### src/rtl/serial_add16_ctrl.sv
// Nibble-serial add/subtract sequencer. One 4-bit carry-lookahead slice is
// stepped across the operands LSB nibble first, with the carry registered between nibbles.

module cla4_ov (
    input  logic [3:0] a,
    input  logic [3:0] b,
    input  logic       ci,
    output logic [3:0] sum,
    output logic       co,
    output logic       c3
);

    logic [3:0] g;
    logic [3:0] p;
    logic [4:0] cc;

    // Lookahead carries, each expressed directly in terms of g/p/ci
    always_comb begin
        g     = a & b;
        p     = a ^ b;
        cc[0] = ci;
        cc[1] = g[0] | (p[0] & ci);
        cc[2] = g[1] | (p[1] & g[0]) | (p[1] & p[0] & ci);
        cc[3] = g[2] | (p[2] & g[1]) | (p[2] & p[1] & g[0]) | (p[2] & p[1] & p[0] & ci);
        cc[4] = g[3] | (p[3] & g[2]) | (p[3] & p[2] & g[1]) | (p[3] & p[2] & p[1] & g[0])
              | (p[3] & p[2] & p[1] & p[0] & ci);
        sum   = p ^ cc[3:0];
        co    = cc[4];
        c3    = cc[3];
    end

endmodule

module serial_add16_ctrl #(
    parameter  int unsigned N_NIB = 4,
    localparam int unsigned W     = 4 * N_NIB
) (
    input  logic         clk,
    input  logic         reset,
    input  logic         start,
    input  logic         op,
    input  logic [W-1:0] a,
    input  logic [W-1:0] b,
    output logic         busy,
    output logic         done,
    output logic [W-1:0] s,
    output logic         c,
    output logic         v,
    output logic         n,
    output logic         z
);

    localparam int unsigned IW = $clog2(N_NIB);

    typedef enum logic [1:0] {
        IDLE = 2'd0,
        RUN  = 2'd1,
        DONE = 2'd2
    } state_t;

    state_t       state, state_nx;
    logic [W-1:0] a_r, a_r_nx;
    logic [W-1:0] b_r, b_r_nx;
    logic [W-1:0] acc, acc_nx;
    logic         cy, cy_nx;
    logic [IW-1:0] idx, idx_nx;
    logic [W-1:0] s_nx;
    logic         c_nx, v_nx, n_nx, z_nx;
    logic         busy_nx, done_nx;

    logic [3:0]   nib_a, nib_b, nib_sum;
    logic         nib_co, nib_c3;
    logic [W-1:0] full_c;

    // Operand nibble select for the current step
    always_comb begin
        nib_a = '0;
        nib_b = '0;
        for (int k = 0; k < int'(N_NIB); k++) begin
            if (idx == IW'(k)) begin
                nib_a = a_r[4*k +: 4];
                nib_b = b_r[4*k +: 4];
            end
        end
    end

    cla4_ov u_slice (
        .a   (nib_a),
        .b   (nib_b),
        .ci  (cy),
        .sum (nib_sum),
        .co  (nib_co),
        .c3  (nib_c3)
    );

    // Completed result: the final nibble comes straight from the slice
    always_comb begin
        full_c = {nib_sum, acc[W-5:0]};
    end

    // Next-state and datapath update
    always_comb begin
        state_nx = state;
        a_r_nx   = a_r;
        b_r_nx   = b_r;
        acc_nx   = acc;
        cy_nx    = cy;
        idx_nx   = idx;
        s_nx     = s;
        c_nx     = c;
        v_nx     = v;
        n_nx     = n;
        z_nx     = z;
        busy_nx  = 1'b0;
        done_nx  = 1'b0;

        case (state)
            IDLE, DONE: begin
                if (start) begin
                    a_r_nx   = a;
                    b_r_nx   = op ? ~b : b;
                    cy_nx    = op;
                    idx_nx   = '0;
                    state_nx = RUN;
                    busy_nx  = 1'b1;
                end else begin
                    state_nx = IDLE;
                end
            end
            RUN: begin
                for (int k = 0; k < int'(N_NIB); k++) begin
                    if (idx == IW'(k)) acc_nx[4*k +: 4] = nib_sum;
                end
                cy_nx   = nib_co;
                idx_nx  = idx + IW'(1);
                busy_nx = 1'b1;
                if (idx == IW'(N_NIB - 1)) begin
                    s_nx     = full_c;
                    c_nx     = nib_co;
                    v_nx     = nib_c3 ^ nib_co;
                    n_nx     = nib_sum[3];
                    z_nx     = (full_c == '0);
                    idx_nx   = '0;
                    done_nx  = 1'b1;
                    busy_nx  = 1'b0;
                    state_nx = DONE;
                end
            end
            default: begin
                state_nx = IDLE;
            end
        endcase
    end

    // State and output registers
    always_ff @(posedge clk) begin
        if (reset) begin
            state <= IDLE;
            a_r   <= '0;
            b_r   <= '0;
            acc   <= '0;
            cy    <= 1'b0;
            idx   <= '0;
            s     <= '0;
            c     <= 1'b0;
            v     <= 1'b0;
            n     <= 1'b0;
            z     <= 1'b0;
            busy  <= 1'b0;
            done  <= 1'b0;
        end else begin
            state <= state_nx;
            a_r   <= a_r_nx;
            b_r   <= b_r_nx;
            acc   <= acc_nx;
            cy    <= cy_nx;
            idx   <= idx_nx;
            s     <= s_nx;
            c     <= c_nx;
            v     <= v_nx;
            n     <= n_nx;
            z     <= z_nx;
            busy  <= busy_nx;
            done  <= done_nx;
        end
    end

endmodule

### config.mk
export PLATFORM = sky130hd
export DESIGN_NAME = serial_add16_ctrl
export DESIGN_NICKNAME = d
export VERILOG_FILES = /design/src/rtl/serial_add16_ctrl.sv
export SDC_FILE = /design/constraint.sdc
export NUM_CORES = 1
export LEC_CHECK = 0
export ABC_AREA = 1
export CORE_AREA = 2 2 73 93
export DETAILED_ROUTE_END_ITERATION = 7
export DIE_AREA = 0 0 75 95
export PLACE_DENSITY_LB_ADDON = 0.1
export RECOVER_POWER = 50
export SYNTH_ARGS = -nofsm -noshare
export SYNTH_HDL_FRONTEND = slang
export SYNTH_SLANG_ARGS = --single-unit
### constraint.sdc
create_clock -name clk -period 3 [get_ports clk]
set_input_delay 0.6 -clock clk [delete_from_list [all_inputs] [get_ports clk]]
set_output_delay 0.6 -clock clk [all_outputs]
set_load 0.1 [all_outputs]
Word-level counts from Yosys, hierarchy flattened
Cells that the tools add are included.

storage, ports and cells
  bits in writable memories = 0
  memories kept = 0
  word-level logic and storage cells = 88
  flip-flop bits (word level) = 71
  bits in latches = 0
  ROM bits = 0
  input bits = 36

operators by class
  add/sub/neg operators = 1
  mux-type cells = 21
  divide/modulo/power cells = 0
  $mul = 0
  reduce and logical (&&, ||, !) cells = 12
  eq/ne operators = 7
  order comparisons = 0
  shift-type cells = 0
  bitwise logic cells = 32

operators with widths
  kind                                           count
  2-to-1 mux 4 bit                               8
  AND 1 bit                                      16
  logical NOT 16 bit                             1
  2-to-1 mux 16 bit                              1
  NOT 16 bit                                     1
  AND reduction 2 bit                            6
  bitwise OR 1 bit                               10
  case mux 2 bit (2 select lines)                2
  XOR 4 bit                                      2
  == test 2 bit, second input constant           3
  2-to-1 mux 2 bit                               3
  2-to-1 mux 1 bit                               5
  AND 4 bit                                      1
  == test 2 x 1 -> 1 bit, second input constant  2
  logical NOT 2 bit                              2
  inequality test 2 bit, second input constant   2
  case mux 1 bit (2 select lines)                2
  OR reduction 2 bit                             2
  adder 2 x 1 -> 2 bit, second input constant    1
  nonzero test 2 bit                             1
  NOT 1 bit                                      1
  XOR 1 bit                                      1

Logic depth before layout (Yosys ltp)
Gate-level depths: netlist of the first run.

  depth in word-level cells = 12
  depth in mapped cells = 19
  mapped depth without buffers = 18

By module
Synthesis of the first run repeated with hierarchy kept, for this count alone.

second synthesis, totals
  cells, all modules = 414
  area, all modules = 3169.3 um^2

by module, submodules not included
  module             instances  area each (um^2)  seq. area each (um^2)  cells each
  serial_add16_ctrl  1          2975.4            1401.3                 383
  cla4_ov            1          193.9             0.0                    31

Worst setup path after synthesis of the first run
No wires, ideal clock.

  path kind = register to register
  start point = register idx[1]
  end point = register z
  setup time = 0.067 ns
  buffers on the path = 1
  stages on the path, launching flop included = 18
  slack = 0.586 ns
  required time = 2.933 ns
  clock period less this slack = 2.414 ns
  arrival = 2.347 ns
  cell sequence = dfxtp_1 > inv_1 > ha_1 > buf_4 > inv_2 > nand2_2 > inv_1 > a22o_1 > nand2_1 > a21oi_1 > fa_1 > inv_1 > nand2_1 > nor2_1 > nand3_1 > nor2_1 > nand2_1 > a21oi_2

between the ends
  elaborated cells on any way between the ends = 32
  classes of those cells = eq/ne: 3; mux: 8; bitwise: 18; reduce/logical: 3

RTL lines
  what                           line  RTL
  start, declared                66    logic [IW-1:0] idx, idx_nx;
  start signal, assigned         177   idx <= idx_nx;
  logical NOT 2 bit              80    if (idx == IW'(k)) begin
  2-to-1 mux 4 bit (4 in a row)  80
  XOR 4 bit *                    20    p = a ^ b;
  XOR 4 bit *                    27    sum = p ^ cc[3:0];
  named net nib_sum[0]           71    logic [3:0] nib_a, nib_b, nib_sum;
  logical NOT 16 bit *           142   z_nx = (full_c == '0);
  end signal, assigned           182   z <= z_nx;
  end, declared                  50    output logic z

Mark *: on every way through the listed nets, which the timed path passes. The rest lies on a longest branch.
A chain may end at the register's enable or synchronous reset.

Worst setup path in the final report of the first run
  start point = register idx[0]
  end point = register acc[7]

between the ends
  word-level cells in the longest chain between the ends = 11
  elaborated cells on any way between the ends = 24
  classes of those cells = eq/ne: 3; mux: 8; bitwise: 11; reduce/logical: 2

RTL lines
  what                                                        line    RTL
  logical NOT 2 bit                                           80
  2-to-1 mux 4 bit (4 in a row)                               80
  XOR 4 bit or AND 4 bit (tied branches)                      20, 19
  AND 1 bit                                                   24      cc[3] = g[2] | (p[2] & g[1]) | (p[2] & p[1] & g[0]) | (p[2] & p[1] & p[0] & ci);
  bitwise OR 1 bit or AND 1 bit (tied branches) (2 in a row)  24
  bitwise OR 1 bit                                            24
  XOR 4 bit                                                   27
  end signal, assigned                                        175     acc <= acc_nx;
  end, declared                                               64      logic [W-1:0] acc, acc_nx;

Several ways; a longest one is shown, not always the timed one.

==> results of run 1 <==
[cell type report]
| cell class | count | area share [%] |
|---|---|---|
| Multi-Input combinational cell | 278 | 38.5 |
| Sequential cell | 70 | 36.4 |
| Timing Repair Buffer | 62 | 12.1 |
| Inverter | 41 | 4.00 |
| Clock buffer | 9 | 3.22 |
| Clock inverter | 6 | 2.90 |
| Tap cell | 87 | 2.83 |
[per-stage QoR]
step           total power, uW  cells  area, sq um
6_report                  2290    553         3850
5_1_grt                   2410    553         3850
4_1_cts                   2310    553         3940
3_5_place_dp              1400    538         3700
3_3_place_gp              1390    538         3700
2_1_floorplan             1290    412         3170
[what timing repair did]
action | in CTS | in global routing
setup buffers | 0 | 0
setup endpoints to repair | 0 | 1
gates resized for setup | 0 | 2
[cells in the final DEF, fill, tap and decap left out, types with 2 or more instances in the layout]
master	n
a21o_1	4
a21oi_1	45
a21oi_2	3
a22o_1	2
a22oi_1	3
a31oi_1	4
buf_4	3
bufinv_16	3
clkbuf_1	23
clkbuf_8	9
clkdlybuf4s50_1	34
clkinv_1	2
dfxtp_1	70
ha_1	8
inv_1	38
nand2_1	55
nand2_2	3
nand3_1	10
nor2_1	51
nor2_4	3
o211ai_1	2
o21a_1	5
o21ai_0	57
o21ai_1	2
xnor2_1	16
[flip-flops by register name, summed over array words and instances (netlist names)]
name,count
done,1
s,16
busy,1
acc,12
c,1
idx,2
cy,1
v,1
b_r,16
a_r,16
state,2
z,1
[logic make-up (layout without fill, tap and decap cells)]
group,Yosys count,after routing,synth area share (%)
adder cells (fa/ha/maj),9,9,3.79
AND/OR/NAND/NOR,125,125,16.8
flip-flops,70,70,44.3
XOR/XNOR,16,16,4.43
buffers and inverters,64,118,8.74
AO/OA/AOI/OAI,128,128,22.0
[tightest hold or removal path: cells and delay by family, from the launching register on]
family / cells / cell delay, ns
compound gates: 1 / 0.05
simple gates: 1 / 0.06
flops: 1 / 0.31
[layer usage]
layer | up-vias | part of all wire (%)
met1 | 1276 | 42
met5 | - | 0
met4 | 0 | 2.0
li1 | 1448 | -
met3 | 12 | 3.0
met2 | 57 | 53
[power breakdown]
group	switching, uW	internal (uW)
combinational	220	149
clock	361	547
sequential	33.8	982
[final timing paths]
path | cells past startpoint | endpoint | slack [ns]
worst max register to register | 15 | acc[7]$_SDFFE_PP0P_ | 0.28
worst min-delay path | 2 | s[4]$_SDFFE_PP0P_ | 0.46
worst max-delay path | 15 | acc[7]$_SDFFE_PP0P_ | 0.28
worst min register to register | 2 | s[4]$_SDFFE_PP0P_ | 0.46
==> out/metrics.cfg, run 1 <==
[layout]
antenna_cells=0
multi_input_area_sq_um=1480
seqCellArea_sq_um=1400
n_fill_cell=629
drive_gt1_share_pct=6.65
area_growth_pct=21.5
fin_util_pct=60.9
fin_nets=507

[logic_synthesis]
synth-async-reset-ratio_pct=0
seq_area_frac_synth_pct=44.3
syn_inst=412
avgSynthCellArea_sq_um=7.68
synth_common_cells=70 x dfxtp_1, 57 x o21ai_0, 55 x nand2_1
netlist_top_cells_area=dfxtp_1 44%, o21ai_0 9.0%, a21oi_1 7.4%, nand2_1 6.5%, nor2_1 6.0%
synth_top_flop_cell=dfxtp_1
yosysWarnings=0
syn_nets=457
synth_top_area_share_pct=44.3
synth_edf_count=0
synth_seq_cells=70
yosysTopAreaCell=dfxtp_1
synthesis.area_sq_um=3170
synth_cell_types=32
synth_most_common_cell=dfxtp_1

[setup_path]
cp.required_ns=3.30
critPathKind=flip-flop to flip-flop
cpLargestDelayFamily=adder cells
path_cells=inv_1 -> ha_1 -> inv_1 -> o21ai_0 -> o221ai_1 -> o21ai_0 -> ha_1 -> nand2_1 -> nor2_1 -> nor2_1 -> nand2_1 -> nand2_1 -> nand2_2 -> a21o_1 -> inv_1
reg2reg_from=idx[0]$_SDFFE_PP0P_
cp-start-kind=flip-flop
critPathLaunch=idx[0]$_SDFFE_PP0P_
cp_data_arrival_time_ns=3.02
cp_slowest_cell=dfxtp_1
slowest_delay_ns=0.37
crit_path_max_fanout=11
end_kind=flip-flop
worst-path-buf-inv=3

[grt]
gr-total-overflow=0
met2_usage_pct=37.9
grt_pass1_wl_um=11700
antenna_found_initial=0
grt_use_met3_pct=5.55
grt_max_degree=52
gr-max-usage-layer=met2
track_usage_pct=21.8
grtUsageMet1_pct=24.0
grt_pass1_vias=2657

[placed_design]
pre_cts_ws_ns=0.299
io_buffers=57
gp_congestion=0.853
hpwl_um=4910

[route]
drc=0
finalWirelength_um=7050
viasPerCell=5.05
wire_per_inst_um=12.7
detail-route-antenna-nets=0
vias=2793
drt_pre_antenna_iters=4
first_iter_violations=138

[floorplan]
fp.dieH_um=95
io_pins=58
die_w_um=75
fp.dieArea_sq_um=7130
rows=33
core-area_sq_um=6320
start_util_pct=50.1

[timing]
holdWs_ns=0.465
setup_viol=0
clock_skew_ns=0.00803
min_period_over_period_pct=90.6
finalMaxSlewViolations=0
setup_ws_ns=0.281
tightest_slew_ns=1.17
layout_min_cycle_time_ns=2.72
relSlewSlack_pct=22.4
timing.fmax_ghz=0.368
rsz0062_at_grt=no
finalHoldViolCount=0
fin_setup_tns_ns=0

[cts]
clock_latency_ns=0.35
root_buffer=clkbuf_8
clk_pin_slew_ns=0.07
cts_max_path_buffers=2
cts_tree=done
numCtsBuffers=9
cts_max_level=3
clock-sinks=70
cts_hold_buffers=0

[run_status]
status=finished, final reports clean

[flow_run]
drv_cap=0

[pwr]
power.density_nw_per_um2=596
leakagePower_uw=0.00158
ir_drop_v=0.000324

[worst_hold_path]
hold_path_startpoint=s[4]$_SDFFE_PP0P_
hp-class=flip-flop to flip-flop

(Power assumes the default switching activity.)
==> run 2: changes to the inputs <==
--- a/config.mk
+++ b/config.mk
@@ -5,10 +5,9 @@
 export SDC_FILE = /design/constraint.sdc
 export NUM_CORES = 1
 export LEC_CHECK = 0
-export ABC_AREA = 1
-export CORE_AREA = 2 2 73 93
+export CORE_AREA = 2 2 73 92
 export DETAILED_ROUTE_END_ITERATION = 7
-export DIE_AREA = 0 0 75 95
+export DIE_AREA = 0 0 75 94
 export PLACE_DENSITY_LB_ADDON = 0.1
 export RECOVER_POWER = 50
 export SYNTH_ARGS = -nofsm -noshare
==> out/metrics.cfg, run 2 <==
[placed_design]
pre_cts_ws_ns=0.0871
hpwl_um=4850
io_buffers=57
gp_congestion=0.855

[route]
vias=2733
viasPerCell=5.23
finalWirelength_um=6740
drt_pre_antenna_iters=4
first_iter_violations=156
drc=0
wire_per_inst_um=12.9
detail-route-antenna-nets=0

[setup_path]
reg2reg_slack_ns=0.22
reg2reg_from=idx[1]$_SDFFE_PP0P_
cpLargestDelayFamily=compound AO/OA/AOI/OAI gates
critPathKind=flip-flop to flip-flop
worst-path-buf-inv=1
cp_data_arrival_time_ns=3.06
end_kind=flip-flop
slowest_delay_ns=0.37
r2r_end=z$_SDFFE_PP0P_
cp.required_ns=3.28
crit_path_max_fanout=18
cp-start-kind=flip-flop
r2r_cells=11
path_cells=inv_1 -> ha_2 -> nand3b_1 -> a21oi_1 -> a21oi_1 -> o21ai_0 -> ha_1 -> a211oi_1 -> o21ai_1 -> a32o_1 -> o21ai_1
critPathLaunch=idx[1]$_SDFFE_PP0P_
cp_slowest_cell=dfxtp_1

[layout]
drive_gt1_share_pct=6.85
final_cell_mix=92 x nand2_1, 70 x dfxtp_1, 61 x a21oi_1
fin_nets=479
reg.largest.list=a_r x16, b_r x16, s x16
mostFrequentLayoutCell=nand2_1
multi_input_area_sq_um=1570
seqCellArea_sq_um=1400
fin_util_pct=61.8
antenna_cells=0
area_growth_pct=21.9
n_fill_cell=579

[timing]
finalHoldViolCount=0
setup_ws_ns=0.218
rsz0062_at_grt=no
timing.fmax_ghz=0.360
fin_setup_tns_ns=0
tightest_slew_ns=1.31
setup_viol=0
relSlewSlack_pct=13.0
layout_min_cycle_time_ns=2.78
clock_skew_ns=0.00772
min_period_over_period_pct=92.7
finalMaxSlewViolations=0

[logic_synthesis]
synth_edf_count=0
syn_nets=431
synthesis.area_sq_um=3110
netlist_top_cells_area=dfxtp_1 45%, nand2_1 11%, a21oi_1 9.8%, a211oi_1 5.3%, xnor2_1 4.8%
synth_top_area_share_pct=45.1
yosysTopAreaCell=dfxtp_1
seq_area_frac_synth_pct=45.1
yosysWarnings=0
syn_inst=386
synth_top_flop_cell=dfxtp_1
synth_seq_cells=70
synth-async-reset-ratio_pct=0
avgSynthCellArea_sq_um=8.05
synth_cell_types=37
synth_most_common_cell=nand2_1
synth_common_cells=92 x nand2_1, 70 x dfxtp_1, 61 x a21oi_1

[floorplan]
fp.dieH_um=94
rows=32
core-area_sq_um=6130
io_pins=58
die_w_um=75
start_util_pct=50.7
fp.dieArea_sq_um=7050

[pwr]
clock_power_share_pct=37.4
intPower_uw=1560
swShare_pct=25.6
ir_drop_v=0.000283
comb_power_share_pct=14.9
p_seq_share_pct=47.7
switching_power_uw=537
power.density_nw_per_um2=555
leakagePower_uw=0.00133

[cts]
clock-sinks=70
clock_latency_ns=0.34
clk_pin_slew_ns=0.07
cts_hold_buffers=0
cts_max_level=3
cts.repair.resized=0
numCtsBuffers=9
root_buffer=clkbuf_8
cts_tree=done
cts_max_path_buffers=2
post_cts_buffers=0

[worst_hold_path]
worstHoldPathCells=2
hold_path_startpoint=s[5]$_SDFFE_PP0P_
hp-class=flip-flop to flip-flop
hold_path_end=s[5]$_SDFFE_PP0P_

[grt]
track_usage_pct=20.6
gr-total-overflow=0
grt_max_degree=35
grt_pass1_vias=2376
grt_pass1_wl_um=11100
antenna_found_initial=0

[run_status]
status=finished, final reports clean

[flow_run]
drv_cap=0

-- run 2: kinds of logic (layout without fill, tap and decap cells) --
family	Yosys count	after routing	synth area share, %
muxes	1	1	0.322
AOI/OAI and AO/OA	103	103	19.3
xor gates and xnor gates	17	17	4.79
and+or+nand+nor	155	155	22.2
adders and majority gates	9	9	3.87
buffers and inverters	31	83	4.43
DFF	70	70	45.1
-- run 2: power groups by stage --
stage / sequential (uW) / combinational (uW) / clock, uW
finish: 1000 / 313 / 786
CTS: 1000 / 314 / 797
detailed placement: 1020 / 311 / 0
floorplan: 1020 / 207 / 0
global route: 1010 / 348 / 839
global placement: 1020 / 306 / 0
-- run 2: worst min-delay path: stages, from the launching register on --
cell,delay [ns]
dfxtp_1,0.31
nand2_1,0.05
a21oi_1,0.05
-- run 2: per-layer routing --
metal,wire length [um],GRT usage (%)
met2,3420,34.5
met4,136,9.67
met3,241,3.22
met1,2940,25.3
met5,0,0
-- run 2: worst max path at each step --
stage / end / cells after the start
floorplan: z$_SDFFE_PP0P_ / 11
global placement: z$_SDFFE_PP0P_ / 11
detailed placement: z$_SDFFE_PP0P_ / 11
CTS: z$_SDFFE_PP0P_ / 11
global route: z$_SDFFE_PP0P_ / 11
finish: z$_SDFFE_PP0P_ / 11
-- run 2: through the flow --
stage / cells / cell area [sq um] / power, uW / hold WS (ns)
3_3_place_gp: 508 / 3660 / 1330 / 0.442
3_5_place_dp: 508 / 3660 / 1330 / 0.447
4_1_cts: 523 / 3870 / 2110 / 0.457
6_report: 523 / 3790 / 2100 / 0.455
5_1_grt: 523 / 3790 / 2190 / 0.480
2_1_floorplan: 386 / 3110 / 1230 / 0.436
-- run 2: area by class of cell --
cell class	instances	area share, %
Timing Repair Buffer	66	13.0
Clock inverter	3	1.12
Tap cell	85	2.81
Sequential cell	70	37.0
Clock buffer	12	4.36
Inverter	2	0.198
Multi-Input combinational cell	285	41.5
==> run 3: changes to the inputs <==
--- a/config.mk
+++ b/config.mk
@@ -5,9 +5,10 @@
 export SDC_FILE = /design/constraint.sdc
 export NUM_CORES = 1
 export LEC_CHECK = 0
-export CORE_AREA = 2 2 73 92
+export CORE_AREA = 2 2 71 90
+export CTS_BUF_LIST = sky130_fd_sc_hd__clkbuf_2 sky130_fd_sc_hd__clkbuf_4 sky130_fd_sc_hd__clkbuf_8
 export DETAILED_ROUTE_END_ITERATION = 7
-export DIE_AREA = 0 0 75 94
+export DIE_AREA = 0 0 73 92
 export PLACE_DENSITY_LB_ADDON = 0.1
 export RECOVER_POWER = 50
 export SYNTH_ARGS = -nofsm -noshare
==> out/metrics.cfg, run 3 (same netlist as run 2, synthesis figures left out) <==
[setup_path]
cp_slowest_cell=ha_1
critPathKind=flip-flop to flip-flop
cp.required_ns=3.28
end_kind=flip-flop
cp_data_arrival_time_ns=3.02
crit_path_max_fanout=18
cp-start-kind=flip-flop
slowest_delay_ns=0.41
worst_path_most_repeated_cell=o21ai_1
path_cells=inv_1 -> ha_1 -> a21oi_1 -> a21oi_1 -> o21ai_1 -> ha_1 -> a211oi_1 -> o21ai_1 -> a32o_1 -> o21ai_1

[flow_run]
drv_cap=0

[timing]
tightest_slew_ns=1.17
finalMaxSlewViolations=0
finalHoldViolCount=0
setup_viol=0
rsz0062_at_grt=no
fin_setup_tns_ns=0
min_period_over_period_pct=91.1
clock_skew_ns=0.00961
timing.fmax_ghz=0.366
relSlewSlack_pct=22.0
layout_min_cycle_time_ns=2.73

[placed_design]
hpwl_um=4970
io_buffers=57
gp_congestion=0.865
place_inst=490

[cts]
cts_max_level=3
cts_max_path_buffers=2
root_buffer=clkbuf_8
cts_tree=done
numCtsBuffers=9
cts_hold_buffers=0
clk_pin_slew_ns=0.07
clock_latency_ns=0.35
clock-sinks=70

[floorplan]
rows=32
fp.dieH_um=92
core-area_sq_um=5970
start_util_pct=52.1
fp.dieArea_sq_um=6720
io_pins=58
die_w_um=73

[layout]
area_growth_pct=20.9
finalNonFillerCells=506
final_cell_mix=92 x nand2_1, 70 x dfxtp_1, 61 x a21oi_1
reg.largest.list=a_r x16, b_r x16, s x16
mostFrequentLayoutCell=nand2_1
antenna_cells=0
fin_nets=478
drive_gt1_share_pct=6.85
n_fill_cell=583

[grt]
grt_pass1_vias=2604
grt_max_degree=31
track_usage_pct=22.4
grt_pass1_wl_um=11700
antenna_found_initial=0
gr-total-overflow=0

[route]
viasPerCell=5.33
vias=2699
finalWirelength_um=6830
drc=0
wire_per_inst_um=13.5
first_iter_violations=133
drt_pre_antenna_iters=4
detail-route-antenna-nets=0

[pwr]
power.density_nw_per_um2=556
ir_drop_v=0.000343
leakagePower_uw=0.00133
finalPower_uw=2090

[worst_hold_path]
hp-class=flip-flop to flip-flop

[run_status]
status=finished, final reports clean

run 3: metrics by stage:
step                util (%)  setup WS [ns]  area (sq um)  hold slack [ns]
floorplan                  -          0.354          3110            0.436
finish                  63.0          0.266          3760            0.454
CTS                     64.3         0.0503          3840            0.457
global route            63.0         0.0409          3760            0.475
detailed placement      60.9         0.0745          3630            0.447
global placement        60.9          0.219          3630            0.444
run 3: path summary, 6_finish.rpt:
kind | start | to | slack, ns | cells past startpoint
max reg2reg | idx[0]$_SDFFE_PP0P_ | z$_SDFFE_PP0P_ | 0.27 | 10
min reg2reg | s[9]$_SDFFE_PP0P_ | s[9]$_SDFFE_PP0P_ | 0.45 | 2
min | s[9]$_SDFFE_PP0P_ | s[9]$_SDFFE_PP0P_ | 0.45 | 2
max | idx[0]$_SDFFE_PP0P_ | z$_SDFFE_PP0P_ | 0.27 | 10
run 3: timing repair:
item | CTS | global route
endpoints found under the setup margin | 0 | 10
setup buffers | 0 | 0
hold endpoints to repair | 0 | 0
gates resized for setup | 0 | 3
run 3: metal layers:
metal	share of wire [%]	GRT usage [%]	vias up
li1	-	-	1412
met1	43	26.5	1212
met2	50	36.4	56
met3	3.4	4.95	19
met4	3.8	13.1	0
met5	0	0	-
run 3: cell type report:
class / count / area [sq um] / area share [%]
Sequential cell: 70 / 1400 / 37.3
Multi-Input combinational cell: 285 / 1570 / 41.8
Clock inverter: 3 / 43.8 / 1.17
Inverter: 2 / 7.51 / 0.200
Tap cell: 68 / 85.1 / 2.27
Clock buffer: 13 / 160 / 4.26
Timing Repair Buffer: 65 / 488 / 13.0
run 3: where the power goes:
| group | switching, uW | total (uW) | internal [uW] |
|---|---|---|---|
| logic | 172 | 318 | 146 |
| clock network | 335 | 770 | 435 |
| registers | 29.4 | 1000 | 973 |
run 3: critical path, delay by kind of cell (launching register included):
kind            cells  cell delay (ns)
fa+ha+maj           2             0.70
flops               1             0.40
buf+inv             1             0.08
compound gates      7             1.47
